==> src/rtl/mem_addr_iterator_pkg.sv <==
// Shared constants, FSM encoding and lane helpers for the LD/ST memory stage-1 address iterator.
package mem_pkg;
  localparam int NUM_THREADS = 8;
  localparam int BLK_OFS_W   = 5;
  localparam int LANE_W      = 32;
  localparam int BLK_ADDR_W  = LANE_W - BLK_OFS_W;
  localparam int IDX_W       = $clog2(NUM_THREADS);
  localparam int BUS_W       = NUM_THREADS * LANE_W;

  typedef enum logic {
    IDLE = 1'b0,
    ITER = 1'b1
  } iter_state_e;

  function automatic logic [LANE_W-1:0] lane_slice(input logic [BUS_W-1:0] bus,
                                                   input logic [IDX_W-1:0] idx);
    return bus[idx*LANE_W +: LANE_W];
  endfunction

  function automatic logic [BLK_ADDR_W-1:0] blk_of(input logic [LANE_W-1:0] addr);
    return addr[LANE_W-1:BLK_OFS_W];
  endfunction
endpackage

==> src/rtl/mem_addr_iterator_if.sv <==
// Bundle between the AGU / memory stage 2 and the stage-1 address iterator.
interface mem_addr_iterator_if;
  import mem_pkg::*;

  logic                  in_valid;
  logic                  in_ready;
  logic                  MemRead;
  logic                  MemWrite;
  logic                  shared_global_bar;
  logic [2:0]            warp_ID;
  logic [1:0]            scb_ID;
  logic [4:0]            reg_addr;
  logic [31:0]           Instr;
  logic [NUM_THREADS-1:0] PAM;
  logic [BUS_W-1:0]      eff_addr;
  logic [BUS_W-1:0]      write_data;
  logic                  stall_i;
  logic                  out_valid;
  logic                  MemRead_o;
  logic                  MemWrite_o;
  logic                  shared_global_bar_o;
  logic [2:0]            warp_ID_o;
  logic [1:0]            scb_ID_o;
  logic [4:0]            reg_addr_o;
  logic [31:0]           Instr_o;
  logic [NUM_THREADS-1:0] PAM_o;
  logic [BUS_W-1:0]      eff_addr_o;
  logic [BUS_W-1:0]      write_data_o;
  logic [BLK_ADDR_W-1:0] addr_sel;
  logic                  last_o;

  // Handshake: an instruction transfers on every cycle with in_valid && in_ready; a pass
  // transfers on every cycle with out_valid && !stall_i, and pass outputs hold while stall_i is high.
  modport slave (
    input  in_valid, MemRead, MemWrite, shared_global_bar, warp_ID, scb_ID, reg_addr,
           Instr, PAM, eff_addr, write_data, stall_i,
    output in_ready, out_valid, MemRead_o, MemWrite_o, shared_global_bar_o, warp_ID_o,
           scb_ID_o, reg_addr_o, Instr_o, PAM_o, eff_addr_o, write_data_o, addr_sel, last_o
  );

  modport master (
    output in_valid, MemRead, MemWrite, shared_global_bar, warp_ID, scb_ID, reg_addr,
           Instr, PAM, eff_addr, write_data, stall_i,
    input  in_ready, out_valid, MemRead_o, MemWrite_o, shared_global_bar_o, warp_ID_o,
           scb_ID_o, reg_addr_o, Instr_o, PAM_o, eff_addr_o, write_data_o, addr_sel, last_o
  );
endinterface

==> src/rtl/mem_addr_iterator_pick_first.sv <==
// Priority encoder: index of the lowest set bit of the remaining-thread mask.
module mem_pick_first
  import mem_pkg::*;
(
  input  logic [NUM_THREADS-1:0] i_remaining,
  output logic [IDX_W-1:0]       o_idx,
  output logic                   o_any
);
  always_comb begin
    o_idx = '0;
    o_any = 1'b0;
    for (int i = NUM_THREADS - 1; i >= 0; i--) begin
      if (i_remaining[i]) begin
        o_idx = IDX_W'(i);
        o_any = 1'b1;
      end
    end
  end
endmodule

==> src/rtl/mem_addr_iterator.sv <==
// Memory stage 1: serialises one warp instruction into one pass per distinct 32-byte block.
// Optional MEM_ITER_PERF_EN adds perf_passes / perf_instrs counters.
module mem_addr_iterator
  import mem_pkg::*;
(
  input  logic                  clk,
  input  logic                  resetb,
  mem_addr_iterator_if.slave    bus,
  output iter_state_e           o_dbg_state
`ifdef MEM_ITER_PERF_EN
  ,
  output logic [31:0]           perf_passes,
  output logic [31:0]           perf_instrs
`endif
);
  iter_state_e            r_state;
  logic [NUM_THREADS-1:0] r_remaining;
  logic                   r_mr, r_mw, r_sgb;
  logic [2:0]             r_warp;
  logic [1:0]             r_scb;
  logic [4:0]             r_reg;
  logic [31:0]            r_instr;
  logic [NUM_THREADS-1:0] r_pam;
  logic [BUS_W-1:0]       r_eff, r_wd;

  logic                   r_out_valid, r_mr_o, r_mw_o, r_sgb_o, r_last;
  logic [2:0]             r_warp_o;
  logic [1:0]             r_scb_o;
  logic [4:0]             r_reg_o;
  logic [31:0]            r_instr_o;
  logic [NUM_THREADS-1:0] r_pam_o;
  logic [BUS_W-1:0]       r_eff_o, r_wd_o;
  logic [BLK_ADDR_W-1:0]  r_addr_sel;

  logic [IDX_W-1:0]       w_k;
  logic                   w_any;
  logic [BLK_ADDR_W-1:0]  w_blk;
  logic [NUM_THREADS-1:0] w_rem_next;
  logic                   w_pass_done;
  logic                   w_in_ready;
  logic                   w_accept;

  mem_pick_first u_pick (
    .i_remaining (r_remaining),
    .o_idx       (w_k),
    .o_any       (w_any)
  );

  // An empty mask still yields one pass, reported as block 0 so stage 2 can release.
  always_comb begin
    w_blk      = w_any ? blk_of(lane_slice(r_eff, w_k)) : '0;
    w_rem_next = r_remaining;
    for (int i = 0; i < NUM_THREADS; i++) begin
      if (blk_of(lane_slice(r_eff, IDX_W'(i))) == w_blk) w_rem_next[i] = 1'b0;
    end
  end

  assign w_pass_done = (w_rem_next == '0);
  assign w_in_ready  = (r_state == IDLE) || (!bus.stall_i && w_pass_done);
  assign w_accept    = bus.in_valid && w_in_ready;

  always_ff @(posedge clk or negedge resetb) begin
    if (!resetb) begin
      r_state     <= IDLE;
      r_remaining <= '0;
      r_mr        <= 1'b0;
      r_mw        <= 1'b0;
      r_sgb       <= 1'b0;
      r_warp      <= '0;
      r_scb       <= '0;
      r_reg       <= '0;
      r_instr     <= '0;
      r_pam       <= '0;
      r_eff       <= '0;
      r_wd        <= '0;
      r_out_valid <= 1'b0;
      r_mr_o      <= 1'b0;
      r_mw_o      <= 1'b0;
      r_sgb_o     <= 1'b0;
      r_last      <= 1'b0;
      r_warp_o    <= '0;
      r_scb_o     <= '0;
      r_reg_o     <= '0;
      r_instr_o   <= '0;
      r_pam_o     <= '0;
      r_eff_o     <= '0;
      r_wd_o      <= '0;
      r_addr_sel  <= '0;
    end else begin
      case (r_state)
        IDLE: if (!bus.stall_i) r_out_valid <= 1'b0;
        ITER: if (!bus.stall_i) begin
          r_out_valid <= 1'b1;
          r_addr_sel  <= w_blk;
          r_last      <= w_pass_done;
          r_mr_o      <= r_mr && w_any;
          r_mw_o      <= r_mw && w_any;
          r_sgb_o     <= r_sgb;
          r_warp_o    <= r_warp;
          r_scb_o     <= r_scb;
          r_reg_o     <= r_reg;
          r_instr_o   <= r_instr;
          r_pam_o     <= r_pam;
          r_eff_o     <= r_eff;
          r_wd_o      <= r_wd;
          r_remaining <= w_rem_next;
          if (w_pass_done && !bus.in_valid) r_state <= IDLE;
        end
        default: r_state <= IDLE;
      endcase
      // Capture overrides the ITER update so the next instruction starts without a bubble.
      if (w_accept) begin
        r_state     <= ITER;
        r_remaining <= bus.PAM;
        r_mr        <= bus.MemRead;
        r_mw        <= bus.MemWrite;
        r_sgb       <= bus.shared_global_bar;
        r_warp      <= bus.warp_ID;
        r_scb       <= bus.scb_ID;
        r_reg       <= bus.reg_addr;
        r_instr     <= bus.Instr;
        r_pam       <= bus.PAM;
        r_eff       <= bus.eff_addr;
        r_wd        <= bus.write_data;
      end
    end
  end

`ifdef MEM_ITER_PERF_EN
  always_ff @(posedge clk or negedge resetb) begin
    if (!resetb) begin
      perf_passes <= '0;
      perf_instrs <= '0;
    end else begin
      if (r_state == ITER && !bus.stall_i) perf_passes <= perf_passes + 32'd1;
      if (w_accept) perf_instrs <= perf_instrs + 32'd1;
    end
  end
`endif

  assign bus.in_ready            = w_in_ready;
  assign bus.out_valid           = r_out_valid;
  assign bus.MemRead_o           = r_mr_o;
  assign bus.MemWrite_o          = r_mw_o;
  assign bus.shared_global_bar_o = r_sgb_o;
  assign bus.warp_ID_o           = r_warp_o;
  assign bus.scb_ID_o            = r_scb_o;
  assign bus.reg_addr_o          = r_reg_o;
  assign bus.Instr_o             = r_instr_o;
  assign bus.PAM_o               = r_pam_o;
  assign bus.eff_addr_o          = r_eff_o;
  assign bus.write_data_o        = r_wd_o;
  assign bus.addr_sel            = r_addr_sel;
  assign bus.last_o              = r_last;
  assign o_dbg_state             = r_state;
endmodule

==> src/flat_wrapper.sv <==
// flat-port wrapper written by rule: the top's interface ports become plain ports
module mem_addr_iterator_flat import mem_pkg::*;
  (clk, resetb, o_dbg_state, bus_in_valid, bus_MemRead, bus_MemWrite, bus_shared_global_bar, bus_warp_ID, bus_scb_ID, bus_reg_addr, bus_Instr, bus_PAM, bus_eff_addr, bus_write_data, bus_stall_i, bus_in_ready, bus_out_valid, bus_MemRead_o, bus_MemWrite_o, bus_shared_global_bar_o, bus_warp_ID_o, bus_scb_ID_o, bus_reg_addr_o, bus_Instr_o, bus_PAM_o, bus_eff_addr_o, bus_write_data_o, bus_addr_sel, bus_last_o);
  mem_addr_iterator_if bus_i ();
  input  logic clk;
  input  logic resetb;
  output iter_state_e o_dbg_state;
  input wire logic [$bits(bus_i.in_valid)-1:0] bus_in_valid;
  input wire logic [$bits(bus_i.MemRead)-1:0] bus_MemRead;
  input wire logic [$bits(bus_i.MemWrite)-1:0] bus_MemWrite;
  input wire logic [$bits(bus_i.shared_global_bar)-1:0] bus_shared_global_bar;
  input wire logic [$bits(bus_i.warp_ID)-1:0] bus_warp_ID;
  input wire logic [$bits(bus_i.scb_ID)-1:0] bus_scb_ID;
  input wire logic [$bits(bus_i.reg_addr)-1:0] bus_reg_addr;
  input wire logic [$bits(bus_i.Instr)-1:0] bus_Instr;
  input wire logic [$bits(bus_i.PAM)-1:0] bus_PAM;
  input wire logic [$bits(bus_i.eff_addr)-1:0] bus_eff_addr;
  input wire logic [$bits(bus_i.write_data)-1:0] bus_write_data;
  input wire logic [$bits(bus_i.stall_i)-1:0] bus_stall_i;
  output wire logic [$bits(bus_i.in_ready)-1:0] bus_in_ready;
  output wire logic [$bits(bus_i.out_valid)-1:0] bus_out_valid;
  output wire logic [$bits(bus_i.MemRead_o)-1:0] bus_MemRead_o;
  output wire logic [$bits(bus_i.MemWrite_o)-1:0] bus_MemWrite_o;
  output wire logic [$bits(bus_i.shared_global_bar_o)-1:0] bus_shared_global_bar_o;
  output wire logic [$bits(bus_i.warp_ID_o)-1:0] bus_warp_ID_o;
  output wire logic [$bits(bus_i.scb_ID_o)-1:0] bus_scb_ID_o;
  output wire logic [$bits(bus_i.reg_addr_o)-1:0] bus_reg_addr_o;
  output wire logic [$bits(bus_i.Instr_o)-1:0] bus_Instr_o;
  output wire logic [$bits(bus_i.PAM_o)-1:0] bus_PAM_o;
  output wire logic [$bits(bus_i.eff_addr_o)-1:0] bus_eff_addr_o;
  output wire logic [$bits(bus_i.write_data_o)-1:0] bus_write_data_o;
  output wire logic [$bits(bus_i.addr_sel)-1:0] bus_addr_sel;
  output wire logic [$bits(bus_i.last_o)-1:0] bus_last_o;
  assign bus_i.in_valid = bus_in_valid;
  assign bus_i.MemRead = bus_MemRead;
  assign bus_i.MemWrite = bus_MemWrite;
  assign bus_i.shared_global_bar = bus_shared_global_bar;
  assign bus_i.warp_ID = bus_warp_ID;
  assign bus_i.scb_ID = bus_scb_ID;
  assign bus_i.reg_addr = bus_reg_addr;
  assign bus_i.Instr = bus_Instr;
  assign bus_i.PAM = bus_PAM;
  assign bus_i.eff_addr = bus_eff_addr;
  assign bus_i.write_data = bus_write_data;
  assign bus_i.stall_i = bus_stall_i;
  assign bus_in_ready = bus_i.in_ready;
  assign bus_out_valid = bus_i.out_valid;
  assign bus_MemRead_o = bus_i.MemRead_o;
  assign bus_MemWrite_o = bus_i.MemWrite_o;
  assign bus_shared_global_bar_o = bus_i.shared_global_bar_o;
  assign bus_warp_ID_o = bus_i.warp_ID_o;
  assign bus_scb_ID_o = bus_i.scb_ID_o;
  assign bus_reg_addr_o = bus_i.reg_addr_o;
  assign bus_Instr_o = bus_i.Instr_o;
  assign bus_PAM_o = bus_i.PAM_o;
  assign bus_eff_addr_o = bus_i.eff_addr_o;
  assign bus_write_data_o = bus_i.write_data_o;
  assign bus_addr_sel = bus_i.addr_sel;
  assign bus_last_o = bus_i.last_o;
  mem_addr_iterator u_core (.clk(clk), .resetb(resetb), .bus(bus_i), .o_dbg_state(o_dbg_state));
endmodule
==> config.mk <==
export PLATFORM = sky130hd
export DESIGN_NAME = mem_addr_iterator_flat
export DESIGN_NICKNAME = d
export VERILOG_FILES = /design/src/rtl/mem_addr_iterator_pkg.sv /design/src/rtl/mem_addr_iterator_if.sv /design/src/rtl/mem_addr_iterator_pick_first.sv /design/src/rtl/mem_addr_iterator.sv /design/src/flat_wrapper.sv
export SDC_FILE = /design/constraint.sdc
export NUM_CORES = 2
export LEC_CHECK = 0
export BUFFER_PORTS_ARGS = -buffer_cell sky130_fd_sc_hd__buf_2
export CORE_AREA = 2 2 456 458
export CTS_BUF_LIST = sky130_fd_sc_hd__clkbuf_4 sky130_fd_sc_hd__clkbuf_8
export DETAILED_ROUTE_END_ITERATION = 10
export DIE_AREA = 0 0 458 460
export PLACE_DENSITY_LB_ADDON = 0.08
export SLEW_MARGIN = 5
export SYNTH_ARGS = -nofsm -noshare
export SYNTH_HDL_FRONTEND = slang
export SYNTH_HIERARCHICAL = 1
export SYNTH_SLANG_ARGS = --single-unit
==> constraint.sdc <==
create_clock -name clk -period 4.7 [get_ports clk]
set_clock_uncertainty 0.1 [all_clocks]
set_input_delay 0.235 -clock clk [delete_from_list [all_inputs] [get_ports clk]]
set_output_delay 0.235 -clock clk [all_outputs]
set_load 0.02 [all_outputs]
Word-level counts from Yosys, hierarchy flattened
Cells that the tools add are included.

word-level totals
  bits in read-only memories = 0
  memory bits (writable) = 0
  latch bits = 0
  output and inout port bits = 596
  input port bits = 569
  flip-flop bits (word level) = 1,168
  memories kept = 0

cells by class
  add/sub/neg operators = 0
  reductions and logical operators = 13
  equal/unequal tests = 11
  div/mod/pow operators = 0
  bitwise logic cells = 2
  muxes and demuxes = 35
  order comparisons = 0
  shift operators = 1
  multipliers = 0

operator list
  kind                number
  $shiftx 256x9->32   1
  $eq 27x27->1        8
  $mux 27             1
  $mux 3              8
  $mux 8              3
  $mux 1              22
  $logic_not 8->1     1
  $reduce_and 2->1    3
  $logic_and 1x1->1   5
  $ne 2x2->1 const B  2
  $logic_not 1->1     2
  $ne 2x1->1 const B  1
  $not 1->1           2
  $pmux 1 s2          1
  $reduce_bool 2->1   1
  $logic_or 1x1->1    1

Longest topological paths before layout
  depth in word-level cells = 18
  mapped depth = 19

Modules after synthesis
The synthesis kept the hierarchy.

by module, submodules not included
  module             cells an instance  instances  seq. area each (µm²)  area an instance (µm²)
  mem_addr_iterator  5,757              1          29,228.0              60,935.9
  mem_pick_first     13                 1          0.0                   80.1

Worst setup path after synthesis
No wires, ideal clock.

  path kind = register to output
  start point = register u_core.r_remaining[2]
  end point = output bus_in_ready
  required time = 4,365 ps
  cell stages (with the launch flop) = 13
  setup slack = 110 ps
  arrival time = 4,255 ps
  buffers on the path = 2
  path through = dfrtp_1 -> o41ai_1 -> buf_1 -> clkbuf_1 -> nor2_1 -> nor2_1 -> xnor2_1 -> nand4_1 -> nor4_1 -> a21boi_1 -> nor4_2 -> nand2_1 -> o21ai_0

between the ends
  longest elaborated chain between the ends = 10
  elaborated cells on any way between the ends = 27
  classes of those cells = eq/ne: 8; shift: 1; mux: 15; reduce/logical: 3

RTL lines
  what                      RTL line                            RTL
  start: declaration        mem_addr_iterator.sv:17             logic [NUM_THREADS-1:0] r_remaining;
  start signal: assignment  mem_addr_iterator.sv:106            r_remaining <= w_rem_next;
  start signal: assignment  mem_addr_iterator.sv:114            r_remaining <= bus.PAM;
  $mux 3 (*) (3 in a row)   mem_addr_iterator_pick_first.sv:13  if (i_remaining[i]) begin
  net u_core.w_k[0]         mem_addr_iterator.sv:35             logic [IDX_W-1:0] w_k;
  $shiftx 256x9->32 (*)     mem_addr_iterator_pkg.sv:17         return bus[idx*LANE_W +: LANE_W];
  $mux 27 (*)               mem_addr_iterator.sv:51             w_blk = w_any ? blk_of(lane_slice(r_eff, w_k)) : '0;
  $eq 27x27->1              mem_addr_iterator.sv:54             if (blk_of(lane_slice(r_eff, IDX_W'(i))) == w_blk) w_rem_next[i] = 1'b0;
  $mux 1                    mem_addr_iterator.sv:54
  $logic_not 8->1 (*)       mem_addr_iterator.sv:58             assign w_pass_done = (w_rem_next == '0);
  $logic_and 1x1->1 (*)     mem_addr_iterator.sv:59             assign w_in_ready = (r_state == IDLE) || (!bus.stall_i && w_pass_done);
  $logic_or 1x1->1 (*)      mem_addr_iterator.sv:59
  end: declaration          flat_wrapper.sv:20                  output wire logic [$bits(bus_i.in_ready)-1:0] bus_in_ready;

The timed path passes the listed nets; every way through them passes the cells marked *.

Worst setup path after layout
  start point = register u_core.r_remaining[4]
  end point = output bus_in_ready

between the ends
  longest elaborated chain between the ends = 12
  elaborated cells on any way between the ends = 31
  classes of those cells = eq/ne: 8; shift: 1; mux: 19; reduce/logical: 3

RTL lines
  what                     RTL line
  $mux 3 (*) (5 in a row)  mem_addr_iterator_pick_first.sv:13
  net u_core.w_k[1]        mem_addr_iterator.sv:35
  $shiftx 256x9->32 (*)    mem_addr_iterator_pkg.sv:17
  $mux 27 (*)              mem_addr_iterator.sv:51
  $eq 27x27->1             mem_addr_iterator.sv:54
  $mux 1                   mem_addr_iterator.sv:54
  $logic_not 8->1 (*)      mem_addr_iterator.sv:58
  $logic_and 1x1->1 (*)    mem_addr_iterator.sv:59
  $logic_or 1x1->1 (*)     mem_addr_iterator.sv:59

Marks and branches as above.

==> impl_metrics.tcl <==
set metrics [dict create \
    status "finished with violations" \
    violations "setup timing" \
    finalInstanceArea_sq_um 95100 \
    clk_pin_slew_ns 0.06 \
    drive_gt1_share_pct 36.2 \
    slew_violations 0 \
    holdPathStages 4 \
    start_util_pct 29.6 \
    utilization_pct 46.1 \
    clkLatencyLatePin_ns 1.03 \
    setup.worst_path.end_class "output pin" \
    io_pins 1165 \
    netlist_instances 5770 \
    hpwl_mm 224 \
    fillerInstances 19600 \
    layout_setup_ws_ns -0.833 \
    cts-root-buf "clkbuf_8" \
    antenna_found_initial 80 \
    fin_crit_ns 5.53 \
    avgSynthCellArea_sq_um 10.6 \
    total_power_mw 75.5 \
    period_share_pct 118 \
    grt_setup_unrepaired "true" \
    grt_max_degree 211 \
    drtIter0Drc 7198 \
    ys_seq_area_share_pct 47.9 \
    nets 9062 \
    grt_overflow 0 \
    ir_drop_mv 0.925 \
    p_leak_nw 36.6 \
    multi_input_area_sq_um 29900 \
    synthTopCellsByArea "dfrtp_1 (48%), mux2_2 (11%), o211ai_1 (6.9%)" \
    start_kind "register" \
    setup_tns_ns -129.46 \
    crit_type "register to output pin" \
    r2r_cells 23 \
    cts_num_sinks 1168 \
    critPathMaxStageDelay_ns 0.54 \
    cp.depth 21 \
    drv_cap 0 \
    num_vias 64900 \
    die_w_um 458 \
    crit_family "buffers and inverters" \
    grt_pass1_vias 62700 \
    core_sq_um 206000 \
    crit_chain "nor2_2 > o21ai_2 > a211oi_4 > buf_6 > buf_12 > buf_12 > buf_12 > mux4_2 > o21ai_4 > buf_12 > xor2_1 > nand4_1 > nor4_2 > a21boi_2 > buf_4 > nor4_4 > buf_4 > nand2_4 > o21ai_2 > buf_4 > buf_12" \
    die_area_sq_um 211000 \
    gp_congestion 0.982 \
    synth-seq-cells 1168 \
    synthFlopType "dfrtp_1" \
    yosysTopAreaCellShare_pct 47.9 \
    worstMarginPinSlew_ns 1.19 \
    ant_nets 0 \
    instances_no_fill 11400 \
    critPathMaxFanout 6 \
    holdWs_ns 0.106 \
    die_h_um 460 \
    regArea_sq_um 29200 \
    grt_usage_pct 30.2 \
    place_area_sq_um 73800 \
    routed_via_density 5.68 \
    hold_viol 0 \
    fmax_mhz 181 \
    clock_path_buffers 3 \
    p_per_area_nw_per_um2 795 \
    synth_edf_count 0 \
    synth_area_sq_um 61000 \
    ctsHtreeMaxLevel 4 \
    finalSetupViolCount 574 \
    slew_headroom_pct 20.6 \
    ys_types 49 \
    avgRoutedWirePerCell_um 30.1 \
    synth_area_leader_cell "dfrtp_1" \
    crit_buf_inv 9 \
    slowest_stage "mux4_2" \
    min_path_type "input pin to register" \
    worstPathRequired_ns 4.37 \
    grt_first_pass_wirelength_mm 470 \
    firstDrtPassIters 6 \
    synth_most_common_cell "dfrtp_1" \
    place_inst 9623 \
    wl_mm 344 \
    port-buffer-count 1164 \
    cts_buffers 223 \
    cts_tree "yes" \
    post-place-ws_ns -0.909 \
    yosysWarnings 6 \
    num_rows 167 \
    syn_nets 6339 \
    crit_arrival_ns 5.20 \
    synth_common_cells "dfrtp_1 (1168), nand2_1 (612), mux2_2 (602), nand4_1 (588), a21oi_1 (561)" \
    cp_common_cell "buf_12" \
    area_growth_pct 55.8 \
    drc 0 \
    async_reset_ff_share_pct 100 \
]
[routing by layer]
metal | GRT usage [%] | routed length [um]
met1 | 39.3 | 142000
met4 | 15.3 | 18300
met2 | 46.5 | 156000
met5 | 0 | 314
met3 | 7.21 | 27500
[power breakdown]
| part | switching [mW] | internal (mW) |
|---|---|---|
| clock network | 5.04 | 6.58 |
| logic | 27.6 | 23.0 |
| registers | 1.74 | 11.7 |
| total | 34.3 | 41.2 |
[worst register-to-register path, stage by stage, from the launching register on]
cell,delay [ns]
dfrtp_1,0.40
nor2_2,0.13
o21ai_2,0.08
a211oi_4,0.21
buf_6,0.16
buf_12,0.14
buf_12,0.13
buf_12,0.11
mux4_2,0.54
o21ai_4,0.29
buf_12,0.16
xor2_1,0.14
nand4_1,0.16
nor4_2,0.35
a21boi_2,0.14
buf_4,0.16
or4_4,0.56
nor2_8,0.15
buf_12,0.12
buf_12,0.15
buf_16,0.19
buf_12,0.13
buf_16,0.12
o211ai_1,0.11
[area by class of cell]
type	count	area share, %
Clock buffer	371	4.83
Timing Repair Buffer	3119	28.8
Antenna cell	52	0.137
Inverter	14	0.0658
Multi-Input combinational cell	3967	31.4
Clock inverter	34	0.468
Sequential cell	1168	30.7
Tap cell	2704	3.56
[cell usage in the layout (no fill, tap or decap), types with 70 or more instances in the layout]
master and count:
a32o_1 218, buf_12 133, a22o_1 340, mux2_2 597, buf_4 499, a21oi_1 561
clkbuf_16 70, dfrtp_1 1164, clkbuf_8 289, xnor2_1 102, o211ai_1 558, clkbuf_4 83
nand2_1 608, nand4_1 588, buf_2 1161, xor2_1 100, dlygate4sd3_1 1134
[final timing paths]
| path | end | slack (ns) | start |
|---|---|---|---|
| worst max-delay path | bus_in_ready | -0.83 | u_core/r_remaining[4] |
| worst min-delay path | u_core/r_eff[10] | 0.11 | bus_eff_addr[10] |
| worst max register to register | u_core/r_wd[40] | -0.36 | u_core/r_remaining[4] |
| worst min register to register | u_core/bus.PAM_o[6] | 0.38 | u_core/bus.PAM_o[6] |
| max in group asynchronous | u_core/r_wd[236] | 3.14 | resetb |
| min in group asynchronous | u_core/bus.eff_addr_o[32] | 0.47 | resetb |
[cells by family after synthesis]
logic type             count (synthesis)  share of synthesized area (%)
AND/OR/NAND/NOR                     1318                           10.9
AO/OA/AOI/OAI                       1795                           21.3
buffers and inverters                635                           4.37
XOR/XNOR                             216                           3.10
flip-flops                          1168                           47.9
multiplexers                         638                           12.4
[timing repair]
item	4_1_cts	5_1_grt
hold buffers	1136	0
setup buffers	66	66
endpoints found under the setup margin	576	575
gates cloned	9	82
hold endpoints to repair	1740	0
pin swaps	52	326
gates resized for setup	160	138
Power figures use the tool's default switching activity.
